`config.mk`:
```
export PLATFORM = sky130hd
export DESIGN_NAME = modexp_stream_seq
export DESIGN_NICKNAME = d
export VERILOG_FILES = /design/src/rtl/modexp_stream_seq.sv
export SDC_FILE = /design/constraint.sdc
export NUM_CORES = 2
export LEC_CHECK = 0
export ABC_AREA = 0
export ABC_CLOCK_PERIOD_IN_PS = 12100
export CORE_MARGIN = 2
export CORE_UTILIZATION = 50
export CTS_CLUSTER_DIAMETER = 50
export DETAILED_ROUTE_END_ITERATION = 16
export PLACE_DENSITY = 0.68
export SYNTH_ARGS = -nofsm -noshare
export SYNTH_HDL_FRONTEND = slang
export SYNTH_SLANG_ARGS = --single-unit
```
`constraint.sdc`:
```
create_clock -name clk -period 12.1 [get_ports clk]
set_input_delay 1.815 -clock clk [delete_from_list [all_inputs] [get_ports clk]]
set_output_delay 1.815 -clock clk [all_outputs]
set_load 0.05 [all_outputs]
```
`src/rtl/modexp_stream_seq.sv`:
```
`default_nettype none
// ============================================================================
// Module  : modexp_stream_seq
// Brief   : Streams 4096-bit operands into a ModExp core and streams its result back out.
// Revision: 1.0 - initial release
// ============================================================================
module modexp_stream_seq #(
  parameter int DATA_WIDTH    = 64,
  parameter int NUM_WORDS     = 64,
  parameter int COMPLETE_CODE = 9
) (
  input  logic                  clk,
  input  logic                  reset_n,
  input  logic                  in_valid,
  output logic                  in_ready,
  input  logic [DATA_WIDTH-1:0] in_m,
  input  logic [DATA_WIDTH-1:0] in_e,
  input  logic [DATA_WIDTH-1:0] in_n,
  input  logic [DATA_WIDTH-1:0] in_r,
  input  logic [DATA_WIDTH-1:0] in_t,
  input  logic [63:0]           in_nprime0,
  output logic                  out_valid,
  input  logic                  out_ready,
  output logic [DATA_WIDTH-1:0] out_data,
  output logic                  out_last,
  output logic                  busy,
  output logic                  error,
  output logic [DATA_WIDTH-1:0] me_m_buf,
  output logic [DATA_WIDTH-1:0] me_e_buf,
  output logic [DATA_WIDTH-1:0] me_n_buf,
  output logic [DATA_WIDTH-1:0] me_r_buf,
  output logic [DATA_WIDTH-1:0] me_t_buf,
  output logic [63:0]           me_nprime0,
  output logic                  me_start_input,
  output logic                  me_start_compute,
  output logic                  me_get_result,
  input  logic [4:0]            me_exp_state,
  input  logic [DATA_WIDTH-1:0] me_res_out
);

  localparam int           c_IW       = (NUM_WORDS > 1) ? $clog2(NUM_WORDS) : 1;
  localparam logic [6:0]   c_LAST     = 7'(NUM_WORDS - 1);
  localparam logic [4:0]   c_COMPLETE = 5'(COMPLETE_CODE);

  typedef enum logic [2:0] {
    S_IDLE    = 3'd0,
    S_LOAD    = 3'd1,
    S_COMPUTE = 3'd2,
    S_SKIP    = 3'd3,
    S_CAPTURE = 3'd4,
    S_EMIT    = 3'd5
  } state_t;

  state_t                r_state;
  logic                  r_in_ready;
  logic [6:0]            r_cnt;
  logic [6:0]            r_rd;
  logic                  r_out_valid;
  logic                  r_error;
  logic [DATA_WIDTH-1:0] r_m;
  logic [DATA_WIDTH-1:0] r_e;
  logic [DATA_WIDTH-1:0] r_n;
  logic [DATA_WIDTH-1:0] r_r;
  logic [DATA_WIDTH-1:0] r_t;
  logic [63:0]           r_nprime0;
  logic                  r_start_input;
  logic                  r_start_compute;
  logic                  r_get_result;
  logic [DATA_WIDTH-1:0] r_res [NUM_WORDS];

  always_ff @(posedge clk or negedge reset_n) begin
    if (!reset_n) begin
      r_state         <= S_IDLE;
      r_in_ready      <= 1'b1;
      r_cnt           <= '0;
      r_rd            <= '0;
      r_out_valid     <= 1'b0;
      r_error         <= 1'b0;
      r_m             <= '0;
      r_e             <= '0;
      r_n             <= '0;
      r_r             <= '0;
      r_t             <= '0;
      r_nprime0       <= '0;
      r_start_input   <= 1'b0;
      r_start_compute <= 1'b0;
      r_get_result    <= 1'b0;
    end else begin
      r_error <= 1'b0;
      case (r_state)
        S_IDLE: begin
          if (in_valid && r_in_ready) begin
            r_m           <= in_m;
            r_e           <= in_e;
            r_n           <= in_n;
            r_r           <= in_r;
            r_t           <= in_t;
            r_nprime0     <= in_nprime0;
            r_start_input <= 1'b1;
            r_cnt         <= 7'd1;
            r_in_ready    <= (c_LAST != 7'd0);
            r_state       <= S_LOAD;
          end
        end
        S_LOAD: begin
          // in_ready low inside LOAD marks the cycle the last word sits on the buffers
          if (r_in_ready) begin
            if (in_valid) begin
              r_m   <= in_m;
              r_e   <= in_e;
              r_n   <= in_n;
              r_r   <= in_r;
              r_t   <= in_t;
              r_cnt <= r_cnt + 7'd1;
              if (r_cnt == c_LAST) begin
                r_in_ready <= 1'b0;
              end
            end else begin
              r_error       <= 1'b1;
              r_start_input <= 1'b0;
              r_m           <= '0;
              r_e           <= '0;
              r_n           <= '0;
              r_r           <= '0;
              r_t           <= '0;
              r_cnt         <= '0;
              r_state       <= S_IDLE;
            end
          end else begin
            r_start_compute <= 1'b1;
            r_get_result    <= 1'b1;
            r_m             <= '0;
            r_e             <= '0;
            r_n             <= '0;
            r_r             <= '0;
            r_t             <= '0;
            r_cnt           <= '0;
            r_state         <= S_COMPUTE;
          end
        end
        S_COMPUTE: begin
          if (me_exp_state == c_COMPLETE) begin
            r_state <= S_SKIP;
          end
        end
        S_SKIP: begin
          r_cnt   <= '0;
          r_state <= S_CAPTURE;
        end
        S_CAPTURE: begin
          if (r_cnt == c_LAST) begin
            r_cnt       <= '0;
            r_rd        <= '0;
            r_out_valid <= 1'b1;
            r_state     <= S_EMIT;
          end else begin
            r_cnt <= r_cnt + 7'd1;
          end
        end
        S_EMIT: begin
          if (out_ready) begin
            if (r_rd == c_LAST) begin
              r_out_valid     <= 1'b0;
              r_start_input   <= 1'b0;
              r_start_compute <= 1'b0;
              r_get_result    <= 1'b0;
              r_rd            <= '0;
              r_in_ready      <= 1'b1;
              r_state         <= S_IDLE;
            end else begin
              r_rd <= r_rd + 7'd1;
            end
          end
        end
        default: begin
          r_state <= S_IDLE;
        end
      endcase
    end
  end

  // Result storage needs no reset: it is only read after a full capture pass.
  always_ff @(posedge clk) begin
    if (r_state == S_CAPTURE) begin
      r_res[r_cnt[c_IW-1:0]] <= me_res_out;
    end
  end

  assign in_ready         = r_in_ready;
  assign out_valid        = r_out_valid;
  assign out_data         = r_out_valid ? r_res[r_rd[c_IW-1:0]] : '0;
  assign out_last         = r_out_valid && (r_rd == c_LAST);
  assign busy             = (r_state != S_IDLE);
  assign error            = r_error;
  assign me_m_buf         = r_m;
  assign me_e_buf         = r_e;
  assign me_n_buf         = r_n;
  assign me_r_buf         = r_r;
  assign me_t_buf         = r_t;
  assign me_nprime0       = r_nprime0;
  assign me_start_input   = r_start_input;
  assign me_start_compute = r_start_compute;
  assign me_get_result    = r_get_result;

endmodule
`default_nettype wire

```
==> metrics.cfg <==
[grt]
met1_usage_pct = 39.9
grt_pass1_vias = 92531
grt_first_pass_wirelength_microns = 744000
grt_busiest_layer = met2
overflow = 0
antenna_found_initial = 72
use_met2_pct = 49.8
grt_use_met3_pct = 7.02
track_usage_pct = 30.8
grt_max_degree = 184

[die]
fp.dieH_microns = 590
rows = 215
initial_utilization_pct = 50.1
die_w_microns = 590
pin_count = 913
die_area_sq_um = 348000
coreArea_sq_um = 342000

[logic_synthesis]
ys_warn_count = 0
ys_seq_area_share_pct = 77.6
synth_cell_types = 56
synth_area_sq_um = 172000
synth_ff_type = edfxtp_1
netlist_instances = 8742
synth_area_per_cell_sq_um = 19.6
synthArstFlopShare_pct = 9.02
synth_seq_cells = 4502
syn-num-nets = 9201
synth_top_area_share_pct = 71.7
synth_edf_count = 4096
post-synth-top-area-cell = edfxtp_1
synth_area_leaders = edfxtp_1 (72%), mux4_2 (9.2%), dfrtp_1 (5.9%), mux2i_1 (3.7%), nand2_1 (1.6%)

[drt]
dr.pass1.iters = 9
antenna_left = 0
drtIter0Drc = 12206
drc = 0
vias_per_cell = 6.37
wire_per_inst_microns = 36.8
routed_wl_microns = 543000
num_vias = 93974

[cts]
clkTransAtPathRegs_ns = 0.05
cts_htree_levels = 5
tritoncts = built
clock_path_buffers = 4
clock-sinks = 4502
postCtsSetupRepairBufs = 0
cts_resized = 0
cts_made_buffers = 463
root_buffer = clkbuf_16
worstSkewPairLatency_ns = 1.00
hold_buffers = 0

[critical_path]
required_ns = 10.28
crit_top_cell = buf_4
worstSetupStartpointType = register
r2r-start = r_state[1]
crit_chain = buf_4 -> or3_4 -> buf_4 -> buf_4 -> o22ai_1 -> o31ai_1 -> clkdlybuf4s50_1
critical_path.max_fanout = 49
crit_path_start = r_rd[4]
endpoint_kind = output port
crit_type = register to output port
cp_slowest_stage_delay_ns = 1.10
crit_slowest_cell = dfrtp_4
arrival_ns = 7.10

[cells_and_area]
final_cell_mix = edfxtp_1 (4,096), clkdlybuf4s50_1 (847), nand2_1 (731), mux4_2 (699), mux2i_1 (628)
stdcell_area_sq_um = 201000
syn_to_final_growth_pct = 16.9
instances_no_fill = 14761
nNetsFinal = 10242
layout_commonest_cell = edfxtp_1
drive_gt1_share_pct = 18.2
nFillCells = 24815

[power]
switchingPower_uw = 10900
finalPower_uw = 39700
power.internal_uw = 28800
vdd_ir_drop_max_v = 0.000365
p_seq_share_pct = 45.8
combPwrFrac_pct = 19.1
power_density_nw_per_um2 = 198
switching_share_pct = 27.5
clockPowerShare_pct = 35.1
leakagePower_uw = 0.0645

[placement]
place_congestion = 0.922
placed_area_sq_um = 186000
io_buffers = 912
dp.cells = 13875
dp_hpwl_microns = 313000

[timing]
setup_violations = 0
tns_ns = 0
rsz0062_at_grt = no
min_period_ns = 8.92
hold_violations = 0
skew_ns = 0.0527
clock.fmax_mhz = 112
drv_slew = 0
maxSlewHeadroom_pct = 6.25
period_share_pct = 73.7
worst_pin_slew_ns = 1.41

[job]
maxCapViolations = 0

[hold_path]
hold_class = register to register
hold_path.startpoint = me_nprime0[3]

[outcome]
outcome = finished clean

[power by group through the flow]
| stage | registers, uW | logic (uW) | clock network (uW) |
|---|---|---|---|
| 2_1_floorplan | 18400 | 5250 | 0 |
| 3_3_place_gp | 18400 | 7550 | 0 |
| 3_5_place_dp | 18500 | 7600 | 0 |
| 4_1_cts | 18200 | 7630 | 14100 |
| 5_1_grt | 18200 | 7930 | 14700 |
| 6_report | 18200 | 7580 | 13900 |
[worst max-delay path, delay by kind of cell (launching register included)]
family                 cells  cell delay (ns)
buffers and inverters      4             3.12
AOI/OAI and AO/OA          2             1.11
DFF                        1             1.10
and+or+nand+nor            1             0.53
[cells by family (layout without fill, tap and decap cells)]
kind of cell	after synthesis	after routing	share of synthesized area [%]
muxes	1467	1467	13.8
DFF	4502	4502	77.6
adders and majority gates	2	2	0.0146
and+or+nand+nor	1141	1141	2.84
buffers and inverters	535	1961	1.67
other	0	36	0
AOI/OAI and AO/OA	1094	1094	4.09
xor gates and xnor gates	1	1	0.00511
[metal layers]
layer / vias to the layer above / part of all wire [%]
met1: 49486 / 36
met2: 5726 / 48
met4: 46 / 5.4
met5: - / 0.055
li1: 37658 / -
met3: 1058 / 10
[synthesized netlist by cell type, types with 7 or more instances]
cell type	count
o22ai_1	255
or4_1	59
o21ai_0	24
buf_1	48
o31ai_1	67
edfxtp_1	4096
a22oi_1	185
buf_6	46
a22o_1	60
nor3_1	13
nand3_1	134
mux4_2	699
buf_4	70
dfrtp_1	405
nor2_1	143
buf_2	126
o221ai_1	64
clkbuf_1	231
buf_8	8
a211oi_1	12
a21oi_1	397
nor2b_1	18
mux2i_1	628
o21bai_1	7
mux2_2	140
nand2_1	733
[stage by stage]
stage,hold WS [ns],utilization [%],worst slack (ns)
3_5_place_dp,0.496,54.2,4.47
3_3_place_gp,0.491,54.2,4.50
5_1_grt,0.528,58.6,3.36
2_1_floorplan,0.459,-,7.45
4_1_cts,0.513,58.6,3.39
6_report,0.511,58.6,3.18
[area by class of cell]
cell class | count | area, sq um | share of cell area [%]
antenna | 36 | 90.1 | 0.0449
timing repair buffer | 1105 | 10500 | 5.25
multi-input combinational | 3705 | 36200 | 18.0
tap | 4557 | 5700 | 2.84
clock inverter | 277 | 2680 | 1.34
sequential | 4502 | 133000 | 66.4
inverter | 6 | 22.5 | 0.0112
clock buffer | 573 | 12200 | 6.07
[state kept, by name, summed over array words and instances, names as in the netlist]
register,cells
me_start_input,1
r_res,4096
r_state,3
error,1
r_rd,7
me_get_result,1
r_cnt,7
out_valid,1
me_t_buf,64
me_r_buf,64
me_e_buf,64
me_nprime0,64
in_ready,1
me_n_buf,64
me_m_buf,64
[final timing paths]
kind	end	slack, ns	cells after the start
hold / removal	me_nprime0[3]	0.51	1
hold reg to reg	me_nprime0[3]	0.51	1
setup reg to reg	r_res[19][33]	7.12	7
max in group asynchronous	r_rd[0]	9.23	3
setup / recovery	out_data[35]	3.18	7
min in group asynchronous	me_m_buf[38]	0.75	1
Power figures use the tool's default switching activity.
